[src/rtl/display_sched_pkg.sv]
// rtl/display_sched_pkg.sv - shared state codes, field codes and blank masks for display_scheduler
package display_sched_pkg;

    typedef logic [2:0] state_t;

    localparam state_t ST_TIME     = 3'd0;
    localparam state_t ST_PREVIEW  = 3'd1;
    localparam state_t ST_EDIT_HR  = 3'd2;
    localparam state_t ST_EDIT_MIN = 3'd3;
    localparam state_t ST_RING     = 3'd4;

    localparam logic [1:0] FIELD_NONE  = 2'b00;
    localparam logic [1:0] FIELD_HOURS = 2'b01;
    localparam logic [1:0] FIELD_MINS  = 2'b10;

    localparam logic [3:0] BLANK_NONE  = 4'b0000;
    localparam logic [3:0] BLANK_HOURS = 4'b1100;
    localparam logic [3:0] BLANK_MINS  = 4'b0011;
    localparam logic [3:0] BLANK_ALL   = 4'b1111;

    // Digits that blink in a given state (applied only during the blank phase).
    function automatic logic [3:0] blank_mask(input state_t s);
        case (s)
            ST_EDIT_HR:  blank_mask = BLANK_HOURS;
            ST_EDIT_MIN: blank_mask = BLANK_MINS;
            ST_RING:     blank_mask = BLANK_ALL;
            default:     blank_mask = BLANK_NONE;
        endcase
    endfunction

    // Field currently under edit, as reported to the display side.
    function automatic logic [1:0] field_code(input state_t s);
        case (s)
            ST_EDIT_HR:  field_code = FIELD_HOURS;
            ST_EDIT_MIN: field_code = FIELD_MINS;
            default:     field_code = FIELD_NONE;
        endcase
    endfunction

endpackage

[src/rtl/blink_timer.sv]
// rtl/blink_timer.sv - tick-driven blink phase generator with restart to visible
module blink_timer #(
    parameter int HALF_TICKS = 500
) (
    input  logic clk,
    input  logic rst_n,
    input  logic tick_i,
    input  logic restart_i,
    output logic phase_o
);

    localparam int W = $clog2(HALF_TICKS + 1);
    localparam logic [W-1:0] LAST = W'(HALF_TICKS - 1);

    logic [W-1:0] cnt_q, cnt_d;
    logic         phase_q, phase_d;

    // Restart wins over a tick so a newly selected field is shown immediately.
    always_comb begin
        cnt_d   = cnt_q;
        phase_d = phase_q;
        if (restart_i) begin
            cnt_d   = '0;
            phase_d = 1'b0;
        end else if (tick_i) begin
            if (cnt_q >= LAST) begin
                cnt_d   = '0;
                phase_d = ~phase_q;
            end else begin
                cnt_d = cnt_q + W'(1);
            end
        end
    end

    // Counter and phase registers; phase 0 = visible.
    always_ff @(posedge clk) begin
        if (!rst_n) begin
            cnt_q   <= '0;
            phase_q <= 1'b0;
        end else begin
            cnt_q   <= cnt_d;
            phase_q <= phase_d;
        end
    end

    assign phase_o = phase_q;

endmodule

[src/rtl/display_scheduler.sv]
// rtl/display_scheduler.sv - display source selection, blink blanking and alarm-set sequencing
module display_scheduler
    import display_sched_pkg::*;
#(
    parameter int BLINK_HALF_TICKS   = 500,
    parameter int PREVIEW_TICKS      = 3000,
    parameter int EDIT_TIMEOUT_TICKS = 10000
) (
    input  logic       clk,
    input  logic       rst_n,
    input  logic       tick_ms,
    input  logic       btn_mode,
    input  logic       btn_inc,
    input  logic       alarm_ringing,
    input  logic [4:0] time_hours,
    input  logic [5:0] time_minutes,
    input  logic [4:0] alarm_hours,
    input  logic [5:0] alarm_minutes,
    output logic [4:0] disp_hours,
    output logic [5:0] disp_minutes,
    output logic [3:0] digit_blank,
    output logic [1:0] edit_field,
    output logic       inc_hours,
    output logic       inc_minutes,
    output logic       alarm_stop
);

    // One counter serves both preview and edit timeouts; only one is live per state.
    localparam int CNT_MAX = (PREVIEW_TICKS > EDIT_TIMEOUT_TICKS) ? PREVIEW_TICKS : EDIT_TIMEOUT_TICKS;
    localparam int CW      = $clog2(CNT_MAX + 1);
    localparam logic [CW-1:0] PREVIEW_LAST = CW'(PREVIEW_TICKS - 1);
    localparam logic [CW-1:0] EDIT_LAST    = CW'(EDIT_TIMEOUT_TICKS - 1);
    localparam logic [CW-1:0] CNT_SAT      = CW'(CNT_MAX);

    state_t        state_q, state_d;
    logic [CW-1:0] cnt_q, cnt_d;
    logic          cnt_clr;
    logic          state_change;
    logic          expire_preview, expire_edit;
    logic          blink_phase;
    logic          show_alarm;

    logic [4:0] disp_hours_q;
    logic [5:0] disp_minutes_q;
    logic [3:0] digit_blank_q;
    logic [1:0] edit_field_q;
    logic       inc_hours_q, inc_minutes_q, alarm_stop_q;

    // Expiry fires on the tick that brings the count up to the limit.
    assign expire_preview = tick_ms && (cnt_q >= PREVIEW_LAST);
    assign expire_edit    = tick_ms && (cnt_q >= EDIT_LAST);

    // Next-state logic: ringing overrides everything, btn_inc beats edit expiry.
    always_comb begin
        state_d = state_q;
        cnt_clr = 1'b0;
        if (alarm_ringing) begin
            state_d = ST_RING;
        end else begin
            case (state_q)
                ST_TIME: begin
                    if (btn_mode) state_d = ST_PREVIEW;
                end
                ST_PREVIEW: begin
                    if (btn_mode)            state_d = ST_EDIT_HR;
                    else if (expire_preview) state_d = ST_TIME;
                end
                ST_EDIT_HR: begin
                    if (btn_mode)         state_d = ST_EDIT_MIN;
                    else if (btn_inc)     cnt_clr = 1'b1;
                    else if (expire_edit) state_d = ST_TIME;
                end
                ST_EDIT_MIN: begin
                    if (btn_mode)         state_d = ST_TIME;
                    else if (btn_inc)     cnt_clr = 1'b1;
                    else if (expire_edit) state_d = ST_TIME;
                end
                default: state_d = ST_TIME;
            endcase
        end
    end

    assign state_change = (state_d != state_q);

    // Timeout counter: cleared on any state change or increment, saturating on ticks.
    always_comb begin
        cnt_d = cnt_q;
        if (state_change || cnt_clr) begin
            cnt_d = '0;
        end else if (tick_ms && (cnt_q != CNT_SAT)) begin
            cnt_d = cnt_q + CW'(1);
        end
    end

    // State and counter registers.
    always_ff @(posedge clk) begin
        if (!rst_n) begin
            state_q <= ST_TIME;
            cnt_q   <= '0;
        end else begin
            state_q <= state_d;
            cnt_q   <= cnt_d;
        end
    end

    blink_timer #(
        .HALF_TICKS(BLINK_HALF_TICKS)
    ) u_blink (
        .clk      (clk),
        .rst_n    (rst_n),
        .tick_i   (tick_ms),
        .restart_i(state_change),
        .phase_o  (blink_phase)
    );

    assign show_alarm = (state_q == ST_PREVIEW) || (state_q == ST_EDIT_HR) || (state_q == ST_EDIT_MIN);

    // Registered output mux and strobes; strobes are suppressed when ringing takes over.
    always_ff @(posedge clk) begin
        if (!rst_n) begin
            disp_hours_q   <= '0;
            disp_minutes_q <= '0;
            digit_blank_q  <= BLANK_NONE;
            edit_field_q   <= FIELD_NONE;
            inc_hours_q    <= 1'b0;
            inc_minutes_q  <= 1'b0;
            alarm_stop_q   <= 1'b0;
        end else begin
            disp_hours_q   <= show_alarm ? alarm_hours   : time_hours;
            disp_minutes_q <= show_alarm ? alarm_minutes : time_minutes;
            digit_blank_q  <= blink_phase ? blank_mask(state_q) : BLANK_NONE;
            edit_field_q   <= field_code(state_q);
            inc_hours_q    <= (state_q == ST_EDIT_HR)  && btn_inc  && !alarm_ringing;
            inc_minutes_q  <= (state_q == ST_EDIT_MIN) && btn_inc  && !alarm_ringing;
            alarm_stop_q   <= (state_q == ST_RING)     && btn_mode && alarm_ringing;
        end
    end

    assign disp_hours   = disp_hours_q;
    assign disp_minutes = disp_minutes_q;
    assign digit_blank  = digit_blank_q;
    assign edit_field   = edit_field_q;
    assign inc_hours    = inc_hours_q;
    assign inc_minutes  = inc_minutes_q;
    assign alarm_stop   = alarm_stop_q;

endmodule

[config.mk]
export PLATFORM = sky130hd
export DESIGN_NAME = display_scheduler
export DESIGN_NICKNAME = d
export VERILOG_FILES = /design/src/rtl/display_sched_pkg.sv /design/src/rtl/blink_timer.sv /design/src/rtl/display_scheduler.sv
export SDC_FILE = /design/constraint.sdc
export NUM_CORES = 1
export LEC_CHECK = 0
export ABC_AREA = 1
export BUFFER_PORTS_ARGS = -buffer_cell sky130_fd_sc_hd__buf_2
export CAP_MARGIN = 0
export CORE_AREA = 2 2 92 103
export CTS_CLUSTER_SIZE = 20
export DETAILED_ROUTE_END_ITERATION = 16
export DIE_AREA = 0 0 94 105
export GPL_ROUTABILITY_DRIVEN = 0
export PLACE_DENSITY = 0.47
export SLEW_MARGIN = 20
export SYNTH_ARGS = -nofsm -noshare
export SYNTH_HDL_FRONTEND = slang
export SYNTH_SLANG_ARGS = --single-unit
export TNS_END_PERCENT = 1
[constraint.sdc]
create_clock -name clk -period 2.9 [get_ports clk]
set_input_delay 0 -clock clk [delete_from_list [all_inputs] [get_ports clk]]
set_output_delay 0 -clock clk [all_outputs]
set_load 0.005 [all_outputs]
==> results of run 1 <==
[sequential cells by signal, summed over array words and instances, names as in the netlist]
signal and cells:
u_blink.cnt_q 9, cnt_q 14, disp_hours 5, disp_minutes 6
alarm_stop 1, inc_hours 1, state_q 3, digit_blank 2
u_blink.phase_o 1, inc_minutes 1, edit_field 2
[critical path, stage by stage (launching register included)]
cell and delay, ns:
sky130_fd_sc_hd__dfxtp_1 0.39, sky130_fd_sc_hd__ha_1 0.24, sky130_fd_sc_hd__nand3_1 0.15, sky130_fd_sc_hd__nand2_1 0.09, sky130_fd_sc_hd__nand3_1 0.07, sky130_fd_sc_hd__nand2_1 0.08, sky130_fd_sc_hd__nand2_1 0.07, sky130_fd_sc_hd__nand2_1 0.08
sky130_fd_sc_hd__nand3_2 0.08, sky130_fd_sc_hd__nand2_1 0.09, sky130_fd_sc_hd__nand2_2 0.07, sky130_fd_sc_hd__nand2_4 0.09, sky130_fd_sc_hd__nor2_4 0.05, sky130_fd_sc_hd__nand2_4 0.29, sky130_fd_sc_hd__nor2_1 0.07
[power groups by stage]
stage	clock network [W]	registers, W	logic (W)
after global placement	0	0.000652	0.000112
after floorplan	0	0.000653	0.0000665
after CTS	0.000401	0.000637	0.000141
final	0.000379	0.000638	0.000142
after global routing	0.000424	0.000639	0.000157
after detailed placement	0	0.000652	0.000111
[logic make-up after synthesis]
| kind of cell | Yosys count | synth area share |
|---|---|---|
| XOR/XNOR | 17 | 0.0634 |
| AO/OA/AOI/OAI | 30 | 0.0698 |
| flip-flops | 45 | 0.384 |
| adder cells (fa/ha/maj) | 3 | 0.0160 |
| buffers and inverters | 49 | 0.0884 |
| AND/OR/NAND/NOR | 181 | 0.379 |
[synth_stat cells (all sizes together)]
library cell   n
inv           40
a22oi          1
a21oi         22
dfxtp         45
o21ai          6
or2            1
ha             3
clkinv         1
xor2          15
nand3         26
nor2          55
a31oi          1
nand4          3
nor3          16
buf            4
xnor2          2
nand2         78
nor4           2
clkbuf         4
[metal layers]
layer  up-vias  wire length, um
met2        58             2470
met4         0               61
met5         -                0
li1       1170                -
met1       941             2600
met3         5              313
[cell type report]
| cell class | count | area [um^2] |
|---|---|---|
| clock buffers | 7 | 76.3 |
| clock inverters | 1 | 7.51 |
| fillers | 998 | 5740 |
| inverters | 41 | 154 |
| multi-input cells | 231 | 1240 |
| flip-flops and latches | 45 | 901 |
| well taps | 114 | 143 |
| repair buffers | 76 | 518 |
[path summary, 6_finish.rpt]
kind / from / end / slack (ns)
setup / recovery: cnt_q[0]$_SDFFE_PP0P_ / cnt_q[1]$_SDFFE_PP0P_ / 0.88
hold reg to reg: u_blink.phase_o$_SDFFE_PP0P_ / digit_blank[2]$_SDFF_PN0_ / 0.50
hold / removal: tick_ms / u_blink.cnt_q[2]$_SDFFE_PP0P_ / 0.06
setup reg to reg: cnt_q[0]$_SDFFE_PP0P_ / cnt_q[1]$_SDFFE_PP0P_ / 0.88
[through the flow]
| stage | total power [W] | setup slack, ns |
|---|---|---|
| after floorplan | 0.000719 | 1.17 |
| after global placement | 0.000764 | 0.945 |
| after detailed placement | 0.000763 | 0.867 |
| after CTS | 0.00118 | 0.851 |
| after global routing | 0.00122 | 0.665 |
| final | 0.00116 | 0.882 |
==> reports/results.txt, run 1 <==
The run gives 0.672 as the max-slew headroom at the worst pin. The global routing stage identified its most utilized layer as met2. Row count: 36. In this run the cell area measured after placement is 2700 um^2.

Once the clock tree was built, the resizer swapped 0 gates to a different size. The logs give 0.29 ns for the insertion delay of the later-clocked pin in the worst-skew pair and 26 for the cts-stage hold buffer count. For the pin with the worst max-slew slack, the measured transition is 0.489 ns. Total track usage: 0.109. In the routed design, unresolved DRC markers number 0. The run gives 0.195 as the global-route met2 utilization. In the layout the commonest cells are sky130_fd_sc_hd__nand2_1 (70), sky130_fd_sc_hd__buf_2 (47), sky130_fd_sc_hd__dfxtp_1 (45). The clock-pin transition on the worst setup and hold timing paths was 0.08 ns; the ratio of routed vias to standard cells was 4.22.

Clock tree synthesis found a total of 45 sinks. In this run the mean area of a mapped cell was 7.23 um^2. Cell taking the most area after synthesis: sky130_fd_sc_hd__dfxtp_1.

The final cell count without fillers is 515. The number of nets handed over by synthesis was 356. The first detailed-routing pass took 4 iterations. The height of the die is 105 um.

The run gives 9870 um^2 as the die area. The proportion of netlist area held by the largest area contributor works out to 0.384. The capturing element type of the critical path was a flip-flop. The area growth from synthesis to layout is 29.4%. The tools report the part of the Yosys area used for sequential elements as 0.384.

For the finished layout, the period the worst path requires is 2.02 ns. The run finished with clean final reports. The run gives 0.346 as the share of the core filled with cells.

The number of setup buffers added after CTS is 0. Highest net fanout along the worst path: 14. The cell sitting at the root of the clock tree is a sky130_fd_sc_hd__clkbuf_8. The share of cells above drive strength 1 was 0.219; the H-tree level count was 2. The library cell used most frequently in the layout, excluding fill and tap cells, is sky130_fd_sc_hd__nand2_1. Total half-perimeter wirelength after legalization and detailed placement: 3.89 mm. The cell area that synthesis handed to floorplanning was 2350 um^2.

Met3 usage: 0.0245. Synthesis inferred 45 register bits. The worst hold path passes through 5 cells.

After floorplanning, the core was sized to cover 8780 um^2. The tools report the cell total after placement as 481. The part of the power in registers was 0.551. The diode insertion count for antenna repair was 0; the final period utilization was 0.696.

IR analysis of the VDD net gives a maximum drop of 0.177 mV. The net count of the finished layout is 431. Critical path start-end classification: reg2reg. Number of antenna violations at the first check in global routing: 0. The detail route stage leaves a number of antenna-violating nets equal to 0. The post-synthesis cell type count is 30, and the final design area excluding fillers is 3040 um^2. Summed over all layers, the global routing overflow is 0.

TritonCTS built the clock tree. The tool flagged a number of max-cap violations equal to 0. The synthesis warning total was 0; the total clock buffers created by CTS was 5. The total of endpoints with negative setup slack in the final report is 0.

The logs give 2,174 for the count of vias placed by the detailed router and 0.000869 W for the internal power summed over all cells. The setup skew after layout was 0.00340 ns; the setup TNS after final layout was 0 ns. For the worst flop-to-flop path, the logic depth is 14.

The worst setup path is launched from a flip-flop. In this run the worst hold path is classified as in2reg. The via count of the first global-routing pass came out at 2,079. Static timing analysis puts the maximum clock frequency at 496 MHz. Data on the critical path arrives at its endpoint at 2.20 ns. The routed wirelength normalized by instance count was 10.6 um; the total power per unit cell area was 381 nW/um^2. Net switching fraction of the power: 0.250. Maximum clock path buffer count: 2.

In this run, the number of DRC markers left after iteration 0 of detailed routing was 89. The proportion of power drawn by combinational gates was 0.122. In this run the tool buffered the top-level ports with 47 buffer cells. Entering global routing, the biggest net connects 19 pins. The horizontal die dimension came out at 94 um.

Final count of hold timing violations: 0. The tools report the boundary pin count as 48. The run gives 0.267 as the initial standard-cell utilization of the core. The data required time of the worst path came out at 3.08 ns. Yosys attributes the largest share of cell area to sky130_fd_sc_hd__dfxtp_1 (38%), sky130_fd_sc_hd__nand2_1 (11%), sky130_fd_sc_hd__nor2_1 (6.6%). The number of max-slew violations in the final report is 0. Setup repair after global routing left no endpoint under its margin. The total net switching power came out at 0.000289 W. After detailed routing, the total wire length is 5.44 mm. The tools report the part of the total power dissipated in the clock network as 0.327.

Synthesis handed over a netlist of 325 instances. Summed over all cells, the static leakage comes to 1.28 nW. The first global-routing pass estimated 9.00 mm of wire.

Hold is met by 0.0642 ns. The met1 track demand over resource is 0.134.
(Power assumes the default switching activity.)
==> run 2, diff against run 1 <==
==> constraint.sdc (replaced) <==
create_clock -name clk -period 2.1 [get_ports clk]
set_input_delay 0 -clock clk [delete_from_list [all_inputs] [get_ports clk]]
set_output_delay 0 -clock clk [all_outputs]
set_load 0.005 [all_outputs]
==> run 2 against run 1 <==
Cell count rose by 0.58%. First-iteration DRC count fell by 15%. Critical path depth fell by 8. Wire length fell by 2.4%. Hold slack got worse by 0.0013 ns. Via count rose by 0.92%. Power rose by 40%. Clock skew rose by 0.00063 ns. Worst setup slack got worse by 0.67 ns. Global-route usage barely moved. Core utilization rose by 0.51 points.
==> reports/results.txt, run 2 (synthesis gave the netlist of run 1 again) <==
The run finished with clean final reports. Height of the die: 105 um (unchanged). The logs give 0 (unchanged) for the number of antenna-violating nets in the routed design and 0 (unchanged) for the number of buffers inserted by post-CTS setup repair. For the number of nets in the layout, the log shows 434 (+0.70%).

The boundary pin count was 48 (unchanged); the initial standard-cell utilization of the core was 0.267 (unchanged). Number of fill cells: 946 (-5.2%). The final critical-path setup slack was 0.209 ns (-0.673 ns); the row count was 36 (unchanged). The top cell types in the final layout, fill and taps aside, are sky130_fd_sc_hd__nand2_1 (69), sky130_fd_sc_hd__buf_2 (47), sky130_fd_sc_hd__dfxtp_1 (45). For the die area, the log shows 9870 um^2 (unchanged). The most common library cell in the layout ignoring fill and taps was sky130_fd_sc_hd__nand2_1.

For the post-detailed-route DRC marker count, the log shows 0 (unchanged). The cell sitting at the root of the clock tree is a sky130_fd_sc_hd__clkbuf_8. The number of max-slew violations in the final report is 0 (unchanged). The tools report the H-tree level count as 2 (unchanged). The run gives 2 (unchanged) as the maximum clock path buffer count. Total power per unit cell area: 526 nW/um^2 (+38%). For the cell total after placement, the log shows 485 (+0.83%). The total of max-cap violations came out at 0 (unchanged). For the number of antenna violations at the first check in global routing, the log shows 0 (unchanged). The violation count after the first detailed-routing iteration was 76 (-15%). Setup repair after global routing left no endpoint under its margin. The total wire length after detailed routing was 5.31 mm (-2.4%); the total of endpoints with negative setup slack in the final report was 0 (unchanged).

Diode insertion count for antenna repair: 0 (unchanged). The clock-pin transition on the worst setup and hold timing paths is 0.09 ns (about the same). The slew of the pin with the lowest slew margin is 0.385 ns (-0.104 ns).

By instance count, the cell type seen most on the critical path is sky130_fd_sc_hd__nand2_1. The final period utilization was 0.900 (+0.205). The area used by multi-input combinational logic is 1260 um^2 (+1.5%), and the max-slew headroom at the worst pin is 0.742 (+0.0694). The horizontal die dimension works out to 94 um (unchanged). TritonCTS built the clock tree.

The final count of hold timing violations was 0 (unchanged). The cell at the slowest stage of the critical path is sky130_fd_sc_hd__dlygate4sd3_1. The number of port buffers is 47 (unchanged). The worst setup path is captured at a flip-flop. The setup skew after layout was 0.00403 ns (+0.000631 ns); the maximum vdd ir drop was 0.227 mV (+28%). The ratio of routed vias to standard cells is 4.24 (+0.34%).

The count of clock tree sinks is 45 (unchanged). Flip-flop count of the largest register after layout: 14 (unchanged). For the placeable core region, the log shows 8780 um^2 (unchanged). The total track usage is 0.109 (-0.000412), and the share of cells above drive strength 1 is 0.240 (+0.0206). The longest individual stage delay on the worst path was 0.56 ns (+0.17 ns); the via count of the first global-routing pass was 2,044 (-1.7%).

The total clock buffers created by CTS came out at 5 (unchanged). The routed wirelength normalized by instance count came out at 10.3 um (-2.9%). The insertion delay of the later-clocked pin in the worst-skew pair is 0.30 ns (about the same). The maximum clock frequency was 529 MHz (+6.7%). The clock period minus final worst setup slack was 1.89 ns (-0.127 ns).

The reported leakage power is 1.30 nW (+1.8%). The min-delay analysis places its worst path in the category in2reg. The synthesis-to-finish area growth came out at 31.3%. Walking the worst path, the cells encountered are inv_1, buf_4, nand2_1, nand2_1, a21oi_1, dlygate4sd3_1. Register with the highest flop count: cnt_q. The wire length of the first global-routing pass is 8.94 mm (-0.77%), and the sequential cell area is 901 um^2 (unchanged).

The setup path with the least slack is of type reg2reg. The run gives 2,194 (+0.92%) as the count of vias placed by the detailed router. For the aggregate global routing overflow, the log shows 0 (unchanged). For the data arrival time of the worst path, the log shows 2.13 ns (-0.07 ns). STA classifies the critical path startpoint as a flip-flop.

The tools report the data required time of the worst path as 2.34 ns (-0.74 ns). The placement-stage worst setup slack is 0.138 ns (-0.729 ns). The run gives 3.92 mm (+0.85%) as the total half-perimeter wirelength after legalization and detailed placement. The highest net fanout along the worst path was 12 (-2); the setup TNS after final layout was 0 ns (unchanged).

The final cell count without fillers came out at 518 (+0.58%). Count of TritonRoute iterations in the first routing pass: 4 (unchanged). The run gives 19 (unchanged) as the pin count of the biggest net entering global routing.
==> run 2: cell types whose count changed in the layout (fill, tap and decap cells not counted), sizes merged <==
cell	delta
dlygate4sd3	-1
clkinv	+1
inv	+1
clkbuf	-2
buf	+4
==> run 2: final cells by class <==
cell class	count	share of cell area
clock inverters	3	0.00690
multi-input cells	231	0.408
clock buffers	5	0.0223
repair buffers	79	0.174
well taps	114	0.0462
inverters	41	0.0499
flip-flops and latches	45	0.292
==> run 2: power breakdown <==
| part | total, W | internal, W | switching [W] |
|---|---|---|---|
| Clock | 0.000545 | 0.000236 | 0.000309 |
| Combinational | 0.000198 | 0.0000945 | 0.000104 |
| Sequential | 0.000879 | 0.000871 | 0.00000777 |
==> run 2: metal layers <==
metal  GRT usage  vias up  share of wire
met5           0        -              0
met2       0.192       56           0.47
met1       0.134      958           0.47
li1            -     1176              -
met3      0.0231        4          0.056
met4      0.0217        0         0.0075
==> run 2: repair_timing <==
item                                    4_1_cts  5_1_grt
hold buffers                                 25        0
endpoints found under the hold margin        17        0
endpoints found under the setup margin        0       18
gates resized for setup                       0        4
==> run 2: path summary, 6_finish.rpt <==
kind                                start                            end  slack, ns  cells past startpoint
max                 state_q[2]$_SDFF_PN0_       disp_hours[2]$_SDFF_PN0_       0.21                      6
min                               tick_ms  u_blink.cnt_q[0]$_SDFFE_PP0P_       0.06                      4
max reg2reg         state_q[2]$_SDFF_PN0_       disp_hours[2]$_SDFF_PN0_       0.21                      6
min reg2reg  u_blink.phase_o$_SDFFE_PP0P_      digit_blank[2]$_SDFF_PN0_       0.50                      2
==> run 2: critical path, delay by kind of cell, from the launching register on <==
family / cells / cell delay [ns]
buffers and inverters: 3 / 0.87
flip-flops: 1 / 0.44
AND/OR/NAND/NOR: 2 / 0.38
AO/OA/AOI/OAI: 1 / 0.14
==> run 2: stage by stage <==
step | utilization | power (W) | cell area (um^2) | hold slack (ns)
2_1_floorplan | - | 0.000993 | 2350 | 0.112
3_3_place_gp | 0.310 | 0.00106 | 2730 | 0.239
3_5_place_dp | 0.310 | 0.00106 | 2730 | 0.251
4_1_cts | 0.349 | 0.00165 | 3070 | 0.0550
5_1_grt | 0.351 | 0.00170 | 3080 | 0.0806
6_report | 0.351 | 0.00162 | 3080 | 0.0629
==> run 3, diff against run 2 <==
--- a/config.mk
+++ b/config.mk
@@ -6,14 +6,14 @@
 export NUM_CORES = 1
 export LEC_CHECK = 0
 export ABC_AREA = 1
-export BUFFER_PORTS_ARGS = -buffer_cell sky130_fd_sc_hd__buf_2
 export CAP_MARGIN = 0
-export CORE_AREA = 2 2 92 103
+export CORE_AREA = 2 2 97 99
 export CTS_CLUSTER_SIZE = 20
 export DETAILED_ROUTE_END_ITERATION = 16
-export DIE_AREA = 0 0 94 105
+export DIE_AREA = 0 0 99 101
+export DONT_BUFFER_PORTS = 1
 export GPL_ROUTABILITY_DRIVEN = 0
-export PLACE_DENSITY = 0.47
+export PLACE_DENSITY = 0.42
 export SLEW_MARGIN = 20
 export SYNTH_ARGS = -nofsm -noshare
 export SYNTH_HDL_FRONTEND = slang
==> run 3 against run 2 <==
Fmax shrank 2.7%. Flip-flop and latch count is the same. First-iteration DRC count is 14% higher. Global-route usage grew 0.15 points. Die area grew 1.3%. Via count decreased by 6.5%. Final area is 4.9% lower. Combinational power fell by 15%. Critical endpoint is now cnt_q[4]$_SDFFE_PP0P_. Largest cell class unchanged. Largest power group unchanged.
==> reports/results.txt, run 3 (synthesis gave the netlist of run 1 again) <==
The worst setup path is captured at a flip-flop. The worst reg2reg path depth was 14 (+8); the routed wirelength normalized by instance count was 11.5 um (+12%). The run gives 0 (unchanged) as the aggregate global routing overflow. The data arrival time of the worst path was 2.19 ns (+0.06 ns). The tree is rooted in a sky130_fd_sc_hd__clkbuf_8. The wire length of the first global-routing pass was 8.84 mm (-1.1%); the row count was 35 (-2.8%).

The tools report the post-detailed-route DRC marker count as 0 (unchanged). The total half-perimeter wirelength after legalization and detailed placement was 3.69 mm (-6.0%). The number of max-slew violations in the final report was 0 (unchanged). The slew of the pin with the lowest slew margin was 0.475 ns (+0.0900 ns). The final design area excluding fillers was 2930 um^2 (-4.9%); the number of antenna violations at the first check in global routing was 0 (unchanged). For the setup skew after layout, the log shows 0.00584 ns (+0.00181 ns). The worst setup path is launched from a flip-flop. The logs give 0 (unchanged) for the final count of hold timing violations and 390 (-10%) for the number of nets in the layout. The final period utilization was 0.926 (+0.0252); the count of vias placed by the detailed router was 2,052 (-6.5%). The run gives 0 (unchanged) as the diode insertion count for antenna repair. The library cell used most frequently in the layout, excluding fill and tap cells, is sky130_fd_sc_hd__nand2_1.

The boundary pin count came out at 48 (unchanged). The destination of the worst register-to-register timing path was cnt_q[4]$_SDFFE_PP0P_. The tools report the count of TritonRoute iterations in the first routing pass as 6 (+2). The clock period minus final worst setup slack was 1.94 ns (+0.0529 ns); the flip-flop count of the largest register after layout was 14 (unchanged). The worst hold path terminates at state_q[0]$_SDFF_PN0_. The tools report the maximum clock path buffer count as 2 (unchanged).

The run gives 2460 um^2 (-9.9%) as the area of placed instances. Maximum clock frequency: 514 MHz (-2.7%). The worst min-delay path class was in2reg. Final-layout worst hold slack: 0.0245 ns (-0.0384 ns). Pin count of the biggest net entering global routing: 19 (unchanged). The hold path startpoint is btn_mode. The total wire length after detailed routing is 5.41 mm (+1.7%), and the insertion delay of the later-clocked pin in the worst-skew pair is 0.30 ns (about the same). The instance count along the most critical hold path is 5 (+1). The H-tree level count was 2 (unchanged); the highest net fanout along the worst path was 7 (-5).

The horizontal die dimension came out at 99 um (+5.3%). The number of port buffers works out to 0 (-100%). The source of the worst register-to-register timing path is cnt_q[0]$_SDFFE_PP0P_.

The number of antenna-violating nets in the routed design is 0 (unchanged), and the max-slew headroom at the worst pin is 0.683 (-0.0590). The height of the die is 101 um (-3.8%). The via count of the first global-routing pass is 1,917 (-6.2%), and the setup TNS after final layout is 0 ns (unchanged). Counting flops per register, the top entry is cnt_q. The ratio of routed vias to standard cells came out at 4.36 (+2.9%). The initial standard-cell utilization of the core is 0.262 (-0.00578). The logs give 87 (+14%) for the violation count after the first detailed-routing iteration and 2.34 ns (about the same) for the data required time of the worst path. The top cell types in the final layout, fill and taps aside, are sky130_fd_sc_hd__nand2_1 (68), sky130_fd_sc_hd__dfxtp_1 (44), sky130_fd_sc_hd__nor2_1 (41).

The placeable core region was 8980 um^2 (+2.2%); the share of cells above drive strength 1 was 0.144 (-0.0957). The run gives 0 (unchanged) as the total of max-cap violations. Total clock buffers created by CTS: 5 (unchanged). Critical path start-end classification: reg2reg.

The logs give 0.110 (+0.00148) for the total track usage and 0.16 ns (-0.05 ns) for the setup slack of the worst register-to-register path. From synthesis to final layout, the design area changed by 24.9%. Count of clock tree sinks: 45 (unchanged). The total power per unit cell area was 631 nW/um^2 (+20%); the reported leakage power was 1.13 nW (-13%). The flow ran to the end, and the final reports show no timing, DRC or antenna violations. Maximum vdd ir drop: 0.224 mV (-1.5%).

The sum of internal, switching and leakage power is 0.00185 W (+14%), and the total of endpoints with negative setup slack in the final report is 0 (unchanged). The run gives 10000 um^2 (+1.3%) as the die area. The clock-pin transition on the worst setup and hold timing paths is 0.09 ns (about the same).

TritonCTS built the clock tree. The number of fill cells is 944 (-0.21%).
[run 3: cell types whose count changed in the layout (fill, tap and decap cells not counted), sizes merged]
cell,change
buf,-48
dlygate4sd3,+3
clkinvlp,-1
bufinv,+2
nand2,+1
clkinv,-1
[run 3: area by class of cell]
class,count,area (um^2),share of cell area
Sequential cell,45,902,0.307
Inverter,41,154,0.0525
Clock inverter,3,68.8,0.0235
Tap cell,111,139,0.0473
Timing Repair Buffer,34,325,0.111
Clock buffer,5,68.8,0.0235
Multi-Input combinational cell,232,1280,0.435
[run 3: how the worst max path moves through the flow]
stage	startpoint	endpoint	slack, ns	depth (start not counted)
after global routing	cnt_q[0]$_SDFFE_PP0P_	cnt_q[2]$_SDFFE_PP0P_	-0.008	14
after detailed placement	cnt_q[0]$_SDFFE_PP0P_	cnt_q[2]$_SDFFE_PP0P_	0.09	14
after CTS	state_q[0]$_SDFF_PN0_	disp_hours[1]$_SDFF_PN0_	0.07	6
after floorplan	cnt_q[0]$_SDFFE_PP0P_	cnt_q[12]$_SDFFE_PP0P_	0.37	15
final	cnt_q[0]$_SDFFE_PP0P_	cnt_q[4]$_SDFFE_PP0P_	0.16	14
after global placement	cnt_q[0]$_SDFFE_PP0P_	cnt_q[0]$_SDFFE_PP0P_	0.16	14
[run 3: metrics by stage]
stage,setup slack (ns),cells,util
4_1_cts,0.0738,467,0.320
3_5_place_dp,0.0854,431,0.274
2_1_floorplan,0.368,325,-
5_1_grt,-0.00840,471,0.327
6_report,0.156,471,0.327
3_3_place_gp,0.160,431,0.274
[run 3: critical path, stage by stage, from the launching register on]
cell,delay [ns]
sky130_fd_sc_hd__dfxtp_2,0.38
sky130_fd_sc_hd__ha_2,0.22
sky130_fd_sc_hd__nand3_1,0.12
sky130_fd_sc_hd__nand2_1,0.09
sky130_fd_sc_hd__nand3_1,0.07
sky130_fd_sc_hd__nand2_1,0.08
sky130_fd_sc_hd__nand2_1,0.06
sky130_fd_sc_hd__nand2_1,0.08
sky130_fd_sc_hd__nand3_2,0.08
sky130_fd_sc_hd__nand3_1,0.12
sky130_fd_sc_hd__nand2_4,0.09
sky130_fd_sc_hd__nor2_4,0.13
sky130_fd_sc_hd__buf_4,0.16
sky130_fd_sc_hd__nand2_8,0.11
sky130_fd_sc_hd__nor2_4,0.10
[run 3: per-layer routing]
metal  up-vias  wire length [um]  part of all wire  GRT usage
met5         -                 0                 0          0
met4         0                64             0.012     0.0421
met3         4               246             0.046     0.0277
met2        42              2530              0.47      0.189
met1       916              2570              0.48      0.133
li1       1090                 -                 -          -
[run 3: timing repair]
action                     CTS  global route
buffers inserted             0             3
resized for setup            0             7
hold endpoints to repair    22             0
setup endpoints to repair    0            31
hold buffers                28             0
[run 3: where the power goes]
group / internal (W) / leakage, nW / switching [W]
clock network: 0.000479 / 0.0687 / 0.000318
logic: 0.0000766 / 0.691 / 0.0000920
registers: 0.000872 / 0.366 / 0.0000127
